[src/rtl/rr_grant_fsm.sv]
// Round-robin grant FSM: registered one-hot grant with hold limit,
// forced pre-emption and a one-cycle idle gap on every handover.
module rr_grant_fsm #(
    parameter int N        = 4,
    parameter int MAX_HOLD = 8
) (
    input  logic                 clk,
    input  logic                 rstn,
    input  logic [N-1:0]         req,
    output logic [N-1:0]         gnt,
    output logic [$clog2(N)-1:0] gnt_id,
    output logic                 busy,
    output logic                 preempt
);

    localparam int IW = $clog2(N);
    localparam int HW = $clog2(MAX_HOLD + 1);

    localparam logic [IW-1:0] LAST_ID = IW'(N - 1);
    localparam logic [HW-1:0] HMAX    = HW'(MAX_HOLD);
    localparam logic [N-1:0]  ONE_N   = {{(N-1){1'b0}}, 1'b1};

    typedef enum logic [1:0] {
        IDLE  = 2'd0,
        GRANT = 2'd1,
        GAP   = 2'd2
    } state_t;

    state_t        state_q, state_d;
    logic [N-1:0]  gnt_q, gnt_d;
    logic [IW-1:0] gnt_id_q, gnt_id_d;
    logic [IW-1:0] ptr_q, ptr_d;
    logic [HW-1:0] hcnt_q, hcnt_d;
    logic          preempt_q, preempt_d;

    logic [IW-1:0] win;
    logic [IW-1:0] ptr_after_owner;
    logic          others_req;

    // First requester found scanning upward from the rotation pointer, wrapping at N.
    function automatic logic [IW-1:0] pick(input logic [N-1:0] r, input logic [IW-1:0] p);
        logic [IW-1:0] w;
        logic [IW-1:0] idx_v;
        logic          found;
        int            idx;
        w     = '0;
        found = 1'b0;
        for (int i = 0; i < N; i++) begin
            idx   = (int'(p) + i) % N;
            idx_v = IW'(idx);
            if (!found && r[idx_v]) begin
                w     = idx_v;
                found = 1'b1;
            end
        end
        return w;
    endfunction

    assign win             = pick(req, ptr_q);
    assign ptr_after_owner = (gnt_id_q == LAST_ID) ? '0 : gnt_id_q + IW'(1);
    assign others_req      = |(req & ~gnt_q);

    // Next-state and next-output decode; owner is whoever gnt_id_q names.
    always_comb begin
        state_d   = state_q;
        gnt_d     = gnt_q;
        gnt_id_d  = gnt_id_q;
        ptr_d     = ptr_q;
        hcnt_d    = hcnt_q;
        preempt_d = 1'b0;
        case (state_q)
            IDLE, GAP: begin
                if (|req) begin
                    state_d  = GRANT;
                    gnt_d    = ONE_N << win;
                    gnt_id_d = win;
                    hcnt_d   = HW'(1);
                end else begin
                    state_d  = IDLE;
                    gnt_d    = '0;
                    gnt_id_d = '0;
                end
            end
            GRANT: begin
                if (!req[gnt_id_q]) begin
                    // Voluntary release takes priority over a coincident timeout.
                    state_d  = GAP;
                    gnt_d    = '0;
                    gnt_id_d = '0;
                    ptr_d    = ptr_after_owner;
                end else if ((hcnt_q == HMAX) && others_req) begin
                    state_d   = GAP;
                    gnt_d     = '0;
                    gnt_id_d  = '0;
                    ptr_d     = ptr_after_owner;
                    preempt_d = 1'b1;
                end else if (hcnt_q != HMAX) begin
                    // Saturate so a lone owner can hold indefinitely.
                    hcnt_d = hcnt_q + HW'(1);
                end
            end
            default: begin
                state_d  = IDLE;
                gnt_d    = '0;
                gnt_id_d = '0;
            end
        endcase
    end

    // State and output registers; reset clears the grant asynchronously.
    always_ff @(posedge clk or negedge rstn) begin
        if (!rstn) begin
            state_q   <= IDLE;
            gnt_q     <= '0;
            gnt_id_q  <= '0;
            ptr_q     <= '0;
            hcnt_q    <= '0;
            preempt_q <= 1'b0;
        end else begin
            state_q   <= state_d;
            gnt_q     <= gnt_d;
            gnt_id_q  <= gnt_id_d;
            ptr_q     <= ptr_d;
            hcnt_q    <= hcnt_d;
            preempt_q <= preempt_d;
        end
    end

    assign gnt     = gnt_q;
    assign gnt_id  = gnt_id_q;
    assign busy    = (state_q != IDLE);
    assign preempt = preempt_q;

endmodule
[config.mk]
export PLATFORM = sky130hd
export DESIGN_NAME = rr_grant_fsm
export DESIGN_NICKNAME = d
export VERILOG_FILES = /design/src/rtl/rr_grant_fsm.sv
export SDC_FILE = /design/constraint.sdc
export NUM_CORES = 1
export LEC_CHECK = 0
export ABC_AREA = 1
export CAP_MARGIN = 20
export CELL_PAD_IN_SITES_DETAIL_PLACEMENT = 1
export CELL_PAD_IN_SITES_GLOBAL_PLACEMENT = 1
export CORE_UTILIZATION = 38
export DETAILED_ROUTE_END_ITERATION = 10
export MAX_ROUTING_LAYER = met4
export PLACE_DENSITY_LB_ADDON = 0.1
export SLEW_MARGIN = 10
export SYNTH_ARGS = -nofsm -noshare
export SYNTH_HDL_FRONTEND = slang
export SYNTH_SLANG_ARGS = --single-unit
[constraint.sdc]
create_clock -name clk -period 1.95 [get_ports clk]
set_clock_uncertainty 0.2 [all_clocks]
set_input_delay 0.585 -clock clk [delete_from_list [all_inputs] [get_ports clk]]
set_output_delay 0.585 -clock clk [all_outputs]
set_load 0.1 [all_outputs]
**After elaboration in Yosys (flattened, before gate mapping)**

Index checks and enable logic that the tools add are counted.

- Flip-flop bits (word level): 15
- Input bits: 6
- Logic and storage cells: 85
- Output and inout port bits: 8

- Add/sub/neg operators: 5
- Reduce and logical (&&, ||, !) cells: 15
- Shift operators: 1
- Bitwise operators: 2
- Equality and inequality tests: 11
- $lt $le $gt $ge: 5
- Muxes and demuxes: 40

Operator list:

| operator | count |
|---|---|
| two-way mux 4 bit | 7 |
| two-way mux 2 bit | 12 |
| case mux 4 bit (2 select lines) | 2 |
| < comparator 2 x 3 -> 1 bit, second input constant | 5 |
| two-way mux 1 bit | 12 |
| binary-select mux 1 bit (select 2 bit) | 5 |
| != test 2 bit, second input constant | 4 |
| case mux 2 bit (2 select lines) | 2 |
| OR reduction 4 bit | 2 |
| AND reduction 5 bit | 1 |
| adder 2 x 1 -> 2 bit, second input constant | 2 |
| adder 2 bit, second input constant | 2 |
| adder 4 x 1 -> 4 bit, second input constant | 1 |
| bitwise AND 4 bit | 1 |
| equality test 2 bit, second input constant | 2 |
| equality test 4 bit, second input constant | 1 |
| logical AND 1 bit | 4 |
| != test 4 bit, second input constant | 1 |
| NOT 4 bit | 1 |
| nonzero test 2 bit | 2 |
| << shifter 1 x 2 -> 4 bit, first input constant | 1 |
| zero test 1 bit | 3 |
| != test 3 bit, second input constant | 1 |
| equality test 2 x 1 -> 1 bit, second input constant | 1 |
| other kinds (4) | 4 |

**Logic depth before layout (Yosys ltp)**

Gate-level depths: netlist of the first run.

- Depth in word-level cells: 15
- Depth in mapped cells: 13

**Worst setup path before layout of the first run**

Ideal clock, no wire load.

- Kind: reg2reg
- From: register gnt_id_q[0], in the netlist gnt_id[0]
- To: register hcnt_q[0]
- Data arrival time: 1.812 ns
- Stages on the path, launching flop included: 10
- Library setup time: 0.121 ns
- Path buffers: 0
- Slack: -0.184 ns
- Cell sequence: dfrtp_1 -> a21oi_1 -> o21ai_0 -> nand2_1 -> nor2_1 -> nand2_1 -> nand2_1 -> nand2_2 -> nand2_1 -> o21ai_1

- Longest elaborated chain between the ends: 4

Ends and longest elaborated chain:

| what | line | text |
|---|---|---|
| start: declaration | 31 | `logic [IW-1:0] gnt_id_q, gnt_id_d;` |
| start signal: assignment | 122 | `gnt_id_q <= gnt_id_d;` |
| binary-select mux 1 bit (select 2 bit) | 85 | `if (!req[gnt_id_q]) begin` |
| two-way mux 1 bit (implied by the code) | 85 |  |
| != test 2 bit (no source line) | - |  |
| AND reduction 5 bit (no source line) | - |  |
| end signal: assignment | 124 | `hcnt_q <= hcnt_d;` |
| end: declaration | 33 | `logic [HW-1:0] hcnt_q, hcnt_d;` |

Every way passes these cells. The select of a mux whose other input is x is not followed.
A chain may end at the register's enable or synchronous reset.

**Worst setup path in the final report of the first run**

- From: register state_q[1]
- To: output port busy

- Longest elaborated chain between the ends: 1

Ends and longest elaborated chain:

| what | line | text |
|---|---|---|
| start: declaration | 29 | `state_t state_q, state_d;` |
| start signal: assignment | 120 | `state_q <= state_d;` |
| nonzero test 2 bit | 131 | `assign busy = (state_q != IDLE);` |
| end: declaration | 12 | `output logic busy,` |

Every way passes these cells.

==> reports/metrics.yaml, run 1 <==
ctsHoldBuffers: 0
fin_nets: 180
ir_worst_vdd_mv: 1.26
regArea_um2: 384
synth.area.top_cells: "dfrtp_1 (37%), nand2_1 (21%), nand2_2 (5.5%)"
cts_made_buffers: 3
place.gp.congestion: 0.855
total_power_uw: 2660
syn_nets: 156
post-route-period-util_pct: 97.1
hold_viol: 0
num_rows: 18
cts_tree: "built"
track_usage_pct: 23.6
synth-adder-area-share_pct: 3.69
worstSkewPairLatency_ns: 0.29
floorplan.initialDensity_pct: 40.6
dieArea_um2: 2880
final_core_util_pct: 54.4
yosys.area_share.xor_xnor_pct: 0.862
clock.fmax_ghz: 0.528
grt_start_max_net_pins: 16
synth_cell_type_count: 23
drc: 0
synth-compound-area-share_pct: 9.48
cap_violations: 0
synth_area_per_cell_um2: 6.91
setup_viol_count_final: 0
synthSimpleGateAreaFrac_pct: 41.6
cp_max_fo: 2
wirelength_mm: 2.90
ant_nets: 0
path_clk_slew_ns: 0.08
yosys-mux-area-fraction_pct: 0
layout-drive-gt1-share_pct: 33.5
synth_top_family_by_area: "simple AND/OR/NAND/NOR gates"
first_iter_violations: 23
viasPerCell: 5.12
syn_to_final_growth_pct: 33.7
routedWlPerCell_um: 14.5
multiInputGateArea_um2: 588
grt_pass1_wl_mm: 4.64
cts_root_buffer: "clkbuf_4"
cts_buffer_depth: 2
place_ws_ns: -0.387
crit_arrival_ns: 1.11
portBuffers: 13
syn_area_um2: 1020
antenna_found_initial: 0
worstMarginPinSlew_ns: 0.236
ys_ff_latch: 15
fin_ws_ns: 0.0568
worstPathRequired_ns: 1.16
status: "completed"
core_area_um2: 2500
post-cts-setup-buffers: 0
yosysTopAreaCell: "dfrtp_1"
pwr_density_cell_nw_per_um2: 1960
relSlewSlack_pct: 84.1
vias: 1024
hp-class: "flip-flop to flip-flop"
slew_viol_final: 0
ys_seq_area_share_pct: 36.9
postSynthCellCount: 147
die_x_um: 53.7
cts_sinks: 15
setup_tns_ns: 0
yosys_warnings: 0
leakage_uw: 0.000706
startpoint_type: "flip-flop"
yosys.area.top_type_share_pct: 36.9
htreeDepth: 1
fillers: 326
dr.pass1.iters: 4
gr-total-overflow: 0
dpl.hpwl_mm: 2.27
first_global_vias: 1004
pin_count: 14
critPathKind: "flip-flop to output pin"
end_kind: "output pin"
antenna_cells: 0
post-route-min-period_ns: 1.89
fp.dieH_um: 53.7
==> Yosys cell counts <==
cell      instances
nand3_2           2
o21ai_1           9
o21ai_0           2
inv_1            10
o21bai_1          1
ha_1              3
a21boi_2          1
dfrtp_1          15
nand3_1           9
nand3b_1          1
clkinv_1          1
xor2_1            1
or2_2             3
buf_6             1
inv_2             6
nand2_2           9
nor2_2            2
nor2_1            5
nand2_1          57
a21oi_1           2
nor3_1            1
nand4_1           4
o22ai_1           2
==> routing by layer <==
metal	share of wire, %	GRT usage (%)	wire length [um]
met4	0.24	1.32	7
met2	47	39.1	1370
met5	0	-	0
met3	3.2	5.93	94
met1	49	30.2	1430
==> worst max-delay path: stages, from the launching register on <==
cell     delay [ns]
dfrtp_1        0.39
or2_4          0.26
buf_12         0.17
==> area by class of cell <==
cell class / instances / share of cell area (%)
inverters: 17 / 4.79
well taps: 30 / 2.76
multi-input cells: 114 / 43.3
flip-flops and latches: 15 / 28.3
clock buffers: 4 / 1.93
repair buffers: 20 / 19.0
==> logic make-up after synthesis <==
| family | count (synthesis) |
|---|---|
| simple gates | 93 |
| buf+inv | 18 |
| xor+xnor | 1 |
| compound gates | 17 |
| flops | 15 |
| fa+ha+maj | 3 |
==> report_power, final <==
part / total (uW) / switching (uW) / internal [uW] / leakage [uW]
registers: 591 / 153 / 438 / 0.000185
logic: 1890 / 1240 / 647 / 0.000506
clock network: 178 / 98.4 / 79.6 / 0.0000150
==> state kept, by name, indices dropped and copies added (netlist names) <==
name and cells:
preempt 1, hcnt_q 4, gnt_id 2, state_q 2, gnt 4, ptr_q 2
==> path summary, 6_finish.rpt <==
check | from | to | slack [ns] | depth (start not counted)
max in group asynchronous | rstn | ptr_q[0]$_DFFE_PN0P_ | 0.95 | 2
min in group asynchronous | rstn | gnt[1]$_DFFE_PN0P_ | 0.40 | 2
hold reg to reg | hcnt_q[1]$_DFFE_PN0P_ | hcnt_q[1]$_DFFE_PN0P_ | 0.35 | 2
setup reg to reg | hcnt_q[0]$_DFFE_PN0P_ | hcnt_q[2]$_DFFE_PN0P_ | 0.14 | 9
hold / removal | hcnt_q[1]$_DFFE_PN0P_ | hcnt_q[1]$_DFFE_PN0P_ | 0.35 | 2
setup / recovery | state_q[1]$_DFFE_PN0P_ | busy | 0.06 | 2
==> stage by stage <==
stage | cells | hold WS [ns] | instance area [um2]
2_1_floorplan | 147 | 0.0894 | 1020
3_3_place_gp | 196 | 0.328 | 1310
3_5_place_dp | 196 | 0.335 | 1310
4_1_cts | 200 | 0.357 | 1360
5_1_grt | 200 | 0.372 | 1360
6_report | 200 | 0.351 | 1360
==> placed cells by master, fill, tap and decap left out, drive strengths merged <==
cell           synthesis  layout
inv                   16      16
a21boi                 1       1
clkinv                 1       1
or2                    3       3
nand3b                 1       1
o22ai                  2       2
nor2                   7       7
o21ai                 11      11
dlygate4sd2            0       4
nand3                 11      11
clkbuf                 0       4
ha                     3       3
o21bai                 1       1
nor3                   1       1
nand2                 66      66
a21oi                  2       2
dfrtp                 15      15
buf                    1      15
clkdlybuf4s50          0       1
xor2                   1       1
nand4                  4       4
==> repair_timing <==
action,CTS,global route
setup endpoints to repair,13,4
gates resized for setup,15,1
gates cloned,0,0
pin swaps,4,0
No activity file was read; power rests on OpenSTA's default activity.
==> run 2: changes to the inputs <==
CAP_MARGIN = unset   (was 20)
==> results of run 2 <==
The final DEF is identical to that of run 1; final timing and power are the same.
==> run 3: changes to the inputs <==
CORE_UTILIZATION = 36   (was 38)
CTS_BUF_LIST = sky130_fd_sc_hd__clkbuf_4 sky130_fd_sc_hd__clkbuf_8   (was unset)
clock period = 1.7 ns   (was 1.95 ns; I/O delays follow)
==> run 3 against run 2 <==
The run now fails in global routing (5_1_grt). Synthesized cell count stayed put. Synthesized area unchanged.
==> reports/metrics.yaml, run 3 <==
lastStage: "global routing (5_1_grt)"
cts_buffer_depth: 2
stop_error: "[ERROR DPL-0033] detailed placement checks failed during check placement."
placed_cell_area_um2: 1360
synth.most_common_cell: "nand2_1"
grt_start_max_net_pins: 16
place_ws_ns: -0.572
synth_edf_count: 0
status: "stopped before the end"
synth.area.top_cells: "dfrtp_1 (37%), nand2_1 (21%), nand2_2 (5.5%)"
yosys_warnings: 0
yosysTopAreaCell: "dfrtp_1"
yosys.area.top_type_share_pct: 36.9
htreeDepth: 1
pin_count: 14
syn_nets: 156
synth_common_cells: "nand2_1 (57), dfrtp_1 (15), inv_1 (10)"
ys_ff_latch: 15
place.gp.congestion: 0.804
syn_area_um2: 1020
ys_seq_area_share_pct: 36.9
synth_area_per_cell_um2: 6.91
ctsHoldBuffers: 0
num_rows: 18
cts_made_buffers: 3
cts_root_buffer: "clkbuf_4"
portBuffers: 13
postSynthCellCount: 147
fp.dieH_um: 55.1
dpl.hpwl_mm: 2.36
synthArstFlopShare_pct: 100
cts_sinks: 15
yosys_most_used_dff: "dfrtp_1"
worst-ep-kind: "output port"
antenna_found_initial: 0
die_x_um: 55.1
floorplan.initialDensity_pct: 39.6
worst_endpoint: "busy"
synth_cell_type_count: 23
-- run 3: repair_timing --
item | 4_1_cts
pin swaps | 16
endpoints found under the setup margin | 21
resized for setup | 41
buffers inserted | 13
hold endpoints to repair | 0
-- run 3: cells by family after synthesis --
kind of cell / Yosys count / synth area share [%]
adders and majority gates: 3 / 3.69
xor gates and xnor gates: 1 / 0.862
AOI/OAI and AO/OA: 17 / 9.48
buffers and inverters: 18 / 7.39
and+or+nand+nor: 93 / 41.6
DFF: 15 / 36.9
-- run 3: through the flow --
| stage | hold slack (ns) | cells |
|---|---|---|
| 4_1_cts | 0.341 | 217 |
| 3_5_place_dp | 0.368 | 200 |
| 2_1_floorplan | 0.0144 | 147 |
| 3_3_place_gp | 0.338 | 200 |
==> run 4: changes to the inputs <==
CELL_PAD_IN_SITES_DETAIL_PLACEMENT = unset   (was 1)
CELL_PAD_IN_SITES_GLOBAL_PLACEMENT = unset   (was 1)
CORE_UTILIZATION = 25   (was 36)
CTS_BUF_LIST = unset   (was sky130_fd_sc_hd__clkbuf_4 sky130_fd_sc_hd__clkbuf_8)
MAX_ROUTING_LAYER = unset   (was met4)
PLACE_DENSITY_LB_ADDON = 0.15   (was 0.1)
clock period = 2.21 ns   (was 1.7 ns; I/O delays follow)
==> run 4 against run 3 <==
The flow now finishes without violations.
==> reports/metrics.yaml, run 4 (synthesis results as in run 1) <==
cp_common_cell: "nand2_1"
drc: 0
clock.fmax_ghz: 0.487
core_area_um2: 3770
worstPathRequired_ns: 2.20
rsz0062_at_grt: "false"
critPathKind: "primary input to flip-flop"
hp-class: "flip-flop to flip-flop"
viasPerCell: 4.47
post-route-min-period_ns: 2.06
slew_viol_final: 0
hold_path_depth: 2
first_iter_violations: 30
path_buf_inv: 2
mostFrequentLayoutCell: "nand2_1"
p_comb_share_pct: 66.9
syn_to_final_growth_pct: 35.5
cpPeakStageDelay_ns: 0.50
p_switching_uw: 1240
ir_worst_vdd_mv: 0.807
internal_power_uw: 1030
worstSkewPairLatency_ns: 0.25
vias: 969
cts_tree: "built"
fin_nets: 179
worstMarginPinSlew_ns: 0.377
dr.pass1.iters: 4
cts_buffer_depth: 2
layout-drive-gt1-share_pct: 26.6
dieArea_um2: 4320
wirelength_mm: 2.42
num_rows: 22
die_x_um: 65.8
grt_pass1_wl_mm: 4.23
place.gp.congestion: 0.845
startpoint_type: "primary input"
portBuffers: 13
end_kind: "flip-flop"
floorplan.initialDensity_pct: 26.9
crit_chain: "clkdlybuf4s50_1 -> inv_2 -> nand2_2 -> nand2_1 -> nand2_1 -> nand2_1 -> nand3_2 -> nor2_1 -> nor2_1 -> nand4_1 -> nand2_1"
r2r-end: "gnt[3]$_DFFE_PN0P_"
hold_end: "hcnt_q[3]$_DFFE_PN0P_"
ant_nets: 0
ctsHoldBuffers: 0
cp_slowest_cell: "clkdlybuf4s50_1"
routedWlPerCell_um: 11.1
r2r_slack_ns: 0.31
fp.dieH_um: 65.8
final_core_util_pct: 36.5
pin_count: 14
cp_max_fo: 5
timing.critical_path.max_delay_family: "simple AND/OR/NAND/NOR gates"
htreeDepth: 1
final_cell_mix: "nand2_1 (56), dfrtp_1 (15), o21ai_1 (10), nand2_2 (10)"
worst_r2r_path_depth: 13
seqPwrFrac_pct: 23.0
first_global_vias: 913
cts_sinks: 15
pwr_density_cell_nw_per_um2: 1650
status: "completed"
antenna_cells: 0
worstHoldStart: "hcnt_q[3]$_DFFE_PN0P_"
power_frac_clock_pct: 10.1
path_clk_slew_ns: 0.06
cts_root_buffer: "clkbuf_8"
total_power_uw: 2280
antenna_found_initial: 0
relSlewSlack_pct: 74.9
cap_violations: 0
hold_viol: 0
post-route-period-util_pct: 93.0
track_usage_pct: 13.0
dpl.hpwl_mm: 1.95
switching_share_pct: 54.6
leakage_uw: 0.000731
whs_ns: 0.358
grt_start_max_net_pins: 16
cts_made_buffers: 3
regToRegStartpoint: "ptr_q[0]$_DFFE_PN0P_"
crit_arrival_ns: 2.05
setup_viol_count_final: 0
gr-total-overflow: 0
-- run 4: metal layers --
layer / up-vias / GRT usage (%) / part of all wire [%]
li1: 513 / - / -
met5: - / 0 / 0
met4: 0 / 4.08 / 1.2
met2: 19 / 18.9 / 41
met3: 4 / 3.13 / 3.9
met1: 433 / 18.6 / 54
-- run 4: metrics by stage --
stage | std cells | setup TNS (ns) | area (um2) | setup slack [ns]
after floorplan | 147 | 0 | 1020 | 0.0764
after global placement | 213 | -1.74 | 1320 | -0.179
after detailed placement | 213 | -1.97 | 1320 | -0.216
after CTS | 217 | 0 | 1370 | 0.0456
after global routing | 217 | 0 | 1380 | 0.00432
final | 217 | 0 | 1380 | 0.155
-- run 4: how the worst max path moves through the flow --
stage / startpoint / end / slack (ns) / depth (start not counted)
after floorplan: gnt_id[0]$_DFFE_PN0P_ / hcnt_q[0]$_DFFE_PN0P_ / 0.08 / 9
after global placement: req[0] / hcnt_q[2]$_DFFE_PN0P_ / -0.18 / 10
after detailed placement: req[0] / hcnt_q[0]$_DFFE_PN0P_ / -0.22 / 10
after CTS: req[0] / hcnt_q[0]$_DFFE_PN0P_ / 0.05 / 10
after global routing: req[1] / gnt[1]$_DFFE_PN0P_ / 0.004 / 13
final: req[1] / gnt[0]$_DFFE_PN0P_ / 0.15 / 11
-- run 4: worst reg2reg max path: stages (launching register included) --
cell and delay [ns]:
dfrtp_1 0.57, inv_2 0.18, nand2_1 0.13, nand2_2 0.05
nand2_1 0.08, nand2_2 0.07, inv_2 0.08, nand2_1 0.05
nand2_1 0.05, nand2_1 0.06, nand2_2 0.07, nand2_2 0.07
nand3_1 0.07, nand2_1 0.05
-- run 4: layout make-up --
cell class,count,area (um2)
Clock buffer,3,41.3
Tap cell,48,60.1
Sequential cell,15,375
Timing Repair Buffer,19,263
Multi-Input combinational cell,114,568
Fill cell,392,2390
Inverter,17,63.8
Clock inverter,1,5.00
-- run 4: power by group through the flow --
| stage | logic (uW) | clock network (uW) | registers, uW |
|---|---|---|---|
| after CTS | 1520 | 237 | 523 |
| after global routing | 1680 | 251 | 543 |
| final | 1520 | 230 | 524 |
| after floorplan | 842 | 0 | 721 |
| after detailed placement | 1510 | 0 | 529 |
| after global placement | 1500 | 0 | 527 |
-- run 4: timing repair --
action / 4_1_cts / 5_1_grt
setup endpoints to repair: 0 / 11
setup buffers: 0 / 0
gates resized for setup: 0 / 8
